`src/rtl/game_flow_ctrl.sv`:
```
// Game-phase controller: Enter-key conditioning, intro/running/game-over sequencing,
// lives and invulnerability accounting, game-over hold and enter-text blink timing.
module game_flow_ctrl #(
  parameter int DEBOUNCE_CYCLES = 500000,
  parameter int BLINK_FRAMES    = 30,
  parameter int HOLD_FRAMES     = 180,
  parameter int INVULN_FRAMES   = 60,
  parameter int START_LIVES     = 3
) (
  input  logic       clk,
  input  logic       reset,
  input  logic       enter_key,
  input  logic       startOfFrame,
  input  logic       crash,
  input  logic       fuel_empty,
  output logic       enterFirstPress,
  output logic       game_running,
  output logic       gameOver_req,
  output logic       enter_visible,
  output logic [1:0] lives,
  output logic [1:0] state
);
  localparam int DW = $clog2(DEBOUNCE_CYCLES + 1);
  localparam int BW = $clog2(BLINK_FRAMES + 1);
  localparam int HW = $clog2(HOLD_FRAMES + 1);
  localparam int IW = $clog2(INVULN_FRAMES + 1);

  typedef enum logic [1:0] {S_INTRO = 2'd0, S_RUN = 2'd1, S_GO = 2'd2} state_t;

  // ---------------- key path ----------------
  logic [1:0]    sync, vld_pipe;
  logic [DW-1:0] db_cnt;
  logic          deb, deb_q, armed, press_p;

  // armed only after the synced key has been seen released, so a key held
  // through reset release cannot start a game
  always_ff @(posedge clk or posedge reset) begin
    if (reset) begin
      sync     <= '0;
      vld_pipe <= '0;
      db_cnt   <= '0;
      deb      <= 1'b0;
      deb_q    <= 1'b0;
      armed    <= 1'b0;
      press_p  <= 1'b0;
    end else begin
      sync     <= {sync[0], enter_key};
      vld_pipe <= {vld_pipe[0], 1'b1};
      if (sync[1] != deb) begin
        if (db_cnt == DW'(DEBOUNCE_CYCLES - 1)) begin
          deb    <= sync[1];
          db_cnt <= '0;
        end else begin
          db_cnt <= db_cnt + DW'(1);
        end
      end else begin
        db_cnt <= '0;
      end
      deb_q <= deb;
      if (vld_pipe[1] && !sync[1] && !deb) armed <= 1'b1;
      press_p <= deb & ~deb_q & armed;
    end
  end

  // ---------------- FSM ----------------
  state_t        st_q, st_n;
  logic [1:0]    lives_q, lives_n;
  logic [IW-1:0] inv_q, inv_n;
  logic [HW-1:0] hold_q, hold_n;
  logic [BW-1:0] blink_q, blink_n;
  logic          vis_q, vis_n, efp_q, efp_n, run_q, go_q;

  always_ff @(posedge clk or posedge reset) begin
    if (reset) begin
      st_q    <= S_INTRO;
      lives_q <= '0;
      inv_q   <= '0;
      hold_q  <= '0;
      blink_q <= '0;
      vis_q   <= 1'b1;
      efp_q   <= 1'b0;
      run_q   <= 1'b0;
      go_q    <= 1'b0;
    end else begin
      st_q    <= st_n;
      lives_q <= lives_n;
      inv_q   <= inv_n;
      hold_q  <= hold_n;
      blink_q <= blink_n;
      vis_q   <= vis_n;
      efp_q   <= efp_n;
      run_q   <= (st_n == S_RUN);
      go_q    <= (st_n == S_GO);
    end
  end

  always_comb begin
    st_n    = st_q;
    lives_n = lives_q;
    inv_n   = inv_q;
    hold_n  = hold_q;
    blink_n = blink_q;
    vis_n   = vis_q;
    efp_n   = 1'b0;

    // blink runs whenever the enter text is meant to be shown; transitions below override
    if ((st_q == S_INTRO || (st_q == S_GO && hold_q == '0)) && startOfFrame) begin
      if (blink_q == BW'(BLINK_FRAMES - 1)) begin
        vis_n   = ~vis_q;
        blink_n = '0;
      end else begin
        blink_n = blink_q + BW'(1);
      end
    end

    case (st_q)
      S_INTRO: begin
        if (press_p) begin
          st_n    = S_RUN;
          lives_n = 2'(START_LIVES);
          inv_n   = '0;
          efp_n   = 1'b1;
          vis_n   = 1'b0;
          blink_n = '0;
        end
      end
      S_RUN: begin
        vis_n = 1'b0;
        if (startOfFrame && inv_q != '0) inv_n = inv_q - IW'(1);
        // crash acceptance looks at the pre-decrement invuln value
        if (crash && inv_q == '0) begin
          if (lives_q <= 2'd1) begin
            lives_n = '0;
            st_n    = S_GO;
          end else begin
            lives_n = lives_q - 2'd1;
            inv_n   = IW'(INVULN_FRAMES);
          end
        end
        if (fuel_empty) st_n = S_GO;
        if (st_n == S_GO) begin
          inv_n  = '0;
          hold_n = HW'(HOLD_FRAMES);
        end
      end
      S_GO: begin
        if (hold_q != '0) begin
          vis_n = 1'b0;
          if (startOfFrame) begin
            hold_n = hold_q - HW'(1);
            if (hold_q == HW'(1)) begin
              vis_n   = 1'b1;
              blink_n = '0;
            end
          end
        end else if (press_p) begin
          st_n    = S_INTRO;
          vis_n   = 1'b1;
          blink_n = '0;
        end
      end
      default: st_n = S_INTRO;
    endcase
  end

  assign enterFirstPress = efp_q;
  assign game_running    = run_q;
  assign gameOver_req    = go_q;
  assign enter_visible   = vis_q;
  assign lives           = lives_q;
  assign state           = st_q;
endmodule

```
`config.mk`:
```
export PLATFORM = sky130hd
export DESIGN_NAME = game_flow_ctrl
export DESIGN_NICKNAME = d
export VERILOG_FILES = /design/src/rtl/game_flow_ctrl.sv
export SDC_FILE = /design/constraint.sdc
export NUM_CORES = 1
export LEC_CHECK = 0
export BUFFER_PORTS_ARGS = -buffer_cell sky130_fd_sc_hd__buf_2
export CAP_MARGIN = 20
export CORE_MARGIN = 2
export CORE_UTILIZATION = 60
export DETAILED_ROUTE_END_ITERATION = 6
export PLACE_DENSITY_LB_ADDON = 0.3
export SETUP_SLACK_MARGIN = 0.5
export SLEW_MARGIN = 10
export SYNTH_ARGS = -nofsm -noshare
export SYNTH_HDL_FRONTEND = slang
export SYNTH_SLANG_ARGS = --single-unit
export TNS_END_PERCENT = 50
```
`constraint.sdc`:
```
create_clock -name clk -period 2.6 [get_ports clk]
set_input_delay 0.26 -clock clk [delete_from_list [all_inputs] [get_ports clk]]
set_output_delay 0.26 -clock clk [all_outputs]
set_load 0.01 [all_outputs]
```
# After elaboration in Yosys (flattened, before gate mapping)

Index checks and enable logic that the tools add are counted.

Add/sub/neg operators: 5
Multiply operators: 0
Divide/modulo/power cells: 0
$lt $le $gt $ge: 1
Equality and inequality tests: 14
Shift operators: 0
Muxes and demuxes: 41
Bitwise logic cells: 4
Reduce and logical (&&, ||, !) cells: 20

Operator list:

| cell                  | number |
|---|---|
| $mux 19               | 2 |
| $mux 5                | 6 |
| $mux 6                | 5 |
| $mux 8                | 3 |
| $mux 2                | 10 |
| $add 19x1->19 const B | 1 |
| $eq 19x19->1 const B  | 1 |
| $pmux 8 s2            | 1 |
| $pmux 6 s2            | 1 |
| $pmux 5 s2            | 1 |
| $mux 1                | 9 |
| $eq 8x1->1 const B    | 1 |
| $logic_not 8->1       | 1 |
| $ne 2x2->1 const B    | 4 |
| $reduce_bool 8->1     | 1 |
| $sub 8x1->8 const B   | 1 |
| $eq 2x2->1 const B    | 3 |
| $logic_and 1x1->1     | 6 |
| $logic_not 6->1       | 1 |
| $pmux 2 s3            | 1 |
| $reduce_bool 6->1     | 1 |
| $sub 6x1->6 const B   | 1 |
| $add 5x1->5 const B   | 1 |
| $eq 5x5->1 const B    | 1 |
| 16 further kinds      | 22 |

Register bits: 54
Latch bits: 0
Memory bits (writable): 0
Bits in read-only memories: 0
Input bits: 6
Word-level logic and storage cells: 101
Memories kept: 0

# Logic depth before layout (Yosys ltp)

Word-level depth: 9
Gate-level depth with buffers: 6
Mapped depth without buffers: 6

# Worst setup path after synthesis

Ideal clock, no wire load.

Path kind: register to register
From: register hold_q[0]
To: register vis_q, in the netlist enter_visible
Library setup time: 0.077 ns
Arrival time: 1.858 ns
Setup slack: 0.665 ns
Stages on the path, launching flop included: 7
Path buffers: 0
Clock period less this slack: 1.935 ns
Cells stage by stage: dfrtp_1 inv_1 ha_1 nor4b_4 a21oi_1 or4_1 a31oi_1

Longest elaborated chain between the ends: 8
Elaborated cells between the ends (all ways): 13
Classes of those cells: 1 x eq/ne; 7 x mux; 5 x reduce/logical

Ends and longest elaborated chain:

| what                     | line | text |
|---|---|---|
| start: declaration       | 69   | `logic [HW-1:0] hold_q, hold_n;` |
| start signal: assignment | 88   | `hold_q <= hold_n;` |
| $logic_not 8->1          | 107  | `if ((st_q == S_INTRO \|\| (st_q == S_GO && hold_q == '0)) && startOfFrame) begin` |
| $logic_and 1x1->1        | 107  |  |
| $logic_or 1x1->1         | 107  |  |
| $logic_and 1x1->1        | 107  |  |
| $mux 1                   | 107  |  |
| $mux 1                   | 156  | `end else if (press_p) begin` |
| $mux 1                   | 147  | `if (hold_q != '0) begin` |
| $pmux 1 s3 (*)           | 116  | `case (st_q)` |
| via vis_n                | 71   | `logic vis_q, vis_n, efp_q, efp_n, run_q, go_q;` |
| end signal: assignment   | 90   | `vis_q <= vis_n;` |
| end: declaration         | 71   |  |

Mark *: on every way through the listed nets, which the timed path passes. The rest lies on a longest branch.
A chain may end at the register's enable or synchronous reset.

# Worst setup path in the final report

From: register hold_q[2]
To: register hold_q[6]

Longest elaborated chain between the ends: 4
Elaborated cells between the ends (all ways): 7
Classes of those cells: 1 x add/sub; 1 x eq/ne; 3 x mux; 2 x reduce/logical

Ends and longest elaborated chain:

| what        | line | text |
|---|---|---|
| $sub 8x1->8 | 150  | `hold_n = hold_q - HW'(1);` |
| $mux 8      | 149  | `if (startOfFrame) begin` |
| $mux 8      | 147  |  |
| $pmux 8 s2  | 116  |  |

Several ways; a longest one is shown, not always the timed one. The select of a mux whose other input is x is not followed.

==> metrics <==
synthesized area=2790 um^2; Final Util=0.692; Worst-Skew Late Latency=0.31 ns; crit path time final=1.98 ns; Top Family by Delay on Critical Path=compound AO/OA/AOI/OAI gates; vias=2,186; Cell variety after synth=55; worst hold slack=0.0562 ns; Routed met3 length=214 um; layout cells sized above 1=0.141; period utilization=0.762; Main synth FF type=dfrtp_1; initial drt markers=232; Die Height=72.2 um; root buf cell=clkbuf_8; post-synth top area cell=dfrtp_1; share of the yosys chip area belonging to registers=0.485; critical path endpoint category=register; clock slew at reported path FFs=0.10 ns; Starting Density=0.632; dpl cell area=2930 um^2; Clock Tree Buf Depth=2; CP cell instances=or3_1, a2111oi_0, xnor2_1, nor2_1; critical-path maximum fanout=6; status=completed; Crit path required time=2.80 ns; row cnt=24; crit path launch type=register; Leakage=0.00136 uW; Synthesized Nets=296; largest net degree at the start of global routing=45; Routed WL per cell=14.8 um; gpl congestion=0.850; Ports=14; Slowest-stage cell, CP=a2111oi_0; Crit Path Class=reg -> reg; Syn Area/Cell=9.90 um^2; Area contributors post-synth=dfrtp_1, xnor2_1, ha_1, o21ai_0, nor2_1; clk_skew=0.0136 ns; global route overflow=0; metal2 WL=2.43 mm; EDFF count, synth=0; post-route cell area=3060 um^2; Synth top cells by count=dfrtp_1, nor2_1, nand2_1; max_cap viols=0; # clock sinks=54; worst path bufs/invs=0; RSZ-0062 raised after global routing=false; Die Area=5210 um^2; Synthesis Warnings=0; NumNets Final=317; met1 WL=2.46 mm; Hold Vio Cnt, Final=0; Detailed Routing Iterations Pass 1=4; Cells after Synth=282; vias in the first global route=2,060; register bit total from synthesis=54; CP max stage delay=0.69 ns; initial antenna violation count=0; Die Wd=72.2 um; ys async rst share=1.00; Worst Tran Pin Value=0.875 ns; first-pass GRT wire length=9.03 mm; final WL=5.26 mm; Worst VDD drop=474 uV; post-cts hold buffer count=0; highest clock rate=504 MHz; total core area=4410 um^2; Antenna Cells=0; Finish-stage setup viols=0; Final HPWL DP=3.77 mm; Slew HR=0.416; post-route ant nets=0; top cell type's share of synthesized area=0.475; Critical Path AT=2.18 ns; setup_tns=0 ns; pwr dens=519 nW/um^2; CTS Buf Count=5; synthesis-to-finish area growth=9.46%; Global Route Usage Sum=0.222; DR top layer=met4; DRC viols=0; H-tree level count=2; CTS tree=yes; Port Buffer Count=13; Min-Delay Path Class=in -> reg; most frequent cell after synthesis=dfrtp_1; Slew Viols, Final=0; vias per cell=6.14
## worst register-to-register path, stage by stage (launching register included)
cell	delay [ns]
dfrtp_1	0.48
or3_1	0.44
a2111oi_0	0.69
xnor2_1	0.21
nor2_1	0.06
## report_power, final
group / internal, uW / switching (uW)
Clock: 191 / 273
Sequential: 895 / 55.9
Combinational: 78.9 / 92.0
## sequential cells by signal (all words and copies together) (netlist names), 2 cells and up
signal and count:
db_cnt 19, hold_q 8, inv_q 6, blink_q 5, lives 2, state 2
sync 2, vld_pipe 2
## layer usage
layer	vias up	GRT usage
li1	1078	-
met1	1046	0.289
met2	48	0.358
met3	14	0.0514
met4	0	0.0964
met5	-	0
## area by class of cell
class	instances	area, um^2
multi-input cells	209	1400
fillers	339	1360
flip-flops and latches	54	1350
repair buffers	17	95.1
clock buffers	6	72.6
well taps	52	65.1
inverters	16	60.1
clock inverters	2	13.8
## worst paths after layout
path                       slack, ns           to         from  depth (start not counted)
hold reg to reg                 0.36  vld_pipe[1]  vld_pipe[0]                          0
max in group asynchronous       1.79   db_cnt[13]        reset                          3
hold / removal                  0.06      sync[0]    enter_key                          1
min in group asynchronous       0.12   blink_q[2]        reset                          2
setup reg to reg                0.62    hold_q[6]    hold_q[2]                          4
setup / recovery                0.62    hold_q[6]    hold_q[2]                          4
## placed cells by master (no fill, tap or decap), types with 2 or more instances in the layout
| cell | instances |
|---|---|
| dfrtp_1 | 53 |
| nor2_1 | 23 |
| nand2_1 | 22 |
| o21ai_0 | 19 |
| inv_1 | 15 |
| xnor2_1 | 14 |
| buf_2 | 13 |
| a21oi_1 | 12 |
| nand3_1 | 10 |
| nand4_1 | 7 |
| ha_1 | 7 |
| or4_1 | 6 |
| or3_1 | 6 |
| nor3_1 | 6 |
| nor4_1 | 6 |
| xor2_1 | 5 |
| clkbuf_8 | 5 |
| a31oi_1 | 4 |
| or2_2 | 4 |
| nand2b_1 | 4 |
| buf_4 | 4 |
| and4_1 | 3 |
| or4b_2 | 3 |
| o31ai_1 | 3 |
| nor4b_1 | 3 |
| a2111oi_0 | 3 |
| nor2b_1 | 2 |
| o21ai_1 | 2 |
| nand3b_1 | 2 |
| a21o_1 | 2 |
| o211ai_1 | 2 |
| a211oi_1 | 2 |
| a2111oi_1 | 2 |
## per-stage QoR
step / total power (uW) / std cells / setup slack [ns]
6_report: 1580 / 356 / 0.618
5_1_grt: 1670 / 356 / 0.553
4_1_cts: 1600 / 356 / 0.510
3_5_place_dp: 1140 / 347 / 0.401
3_3_place_gp: 1130 / 347 / 0.510
2_1_floorplan: 1090 / 282 / 0.665
## cells by family after synthesis
kind of cell / after synthesis / share of synthesized area
buffers and inverters: 19 / 0.0264
XOR/XNOR: 19 / 0.0596
other: 1 / 0.00134
adder cells (fa/ha/maj): 8 / 0.0359
multiplexers: 2 / 0.00762
flip-flops: 54 / 0.485
AND/OR/NAND/NOR: 115 / 0.238
AO/OA/AOI/OAI: 64 / 0.147
## timing repair
action                     4_1_cts  5_1_grt
gates cloned                     0        0
setup endpoints to repair        4       11
gates resized for setup          1        7
buffers inserted                 1        0
(Power assumes the default switching activity.)
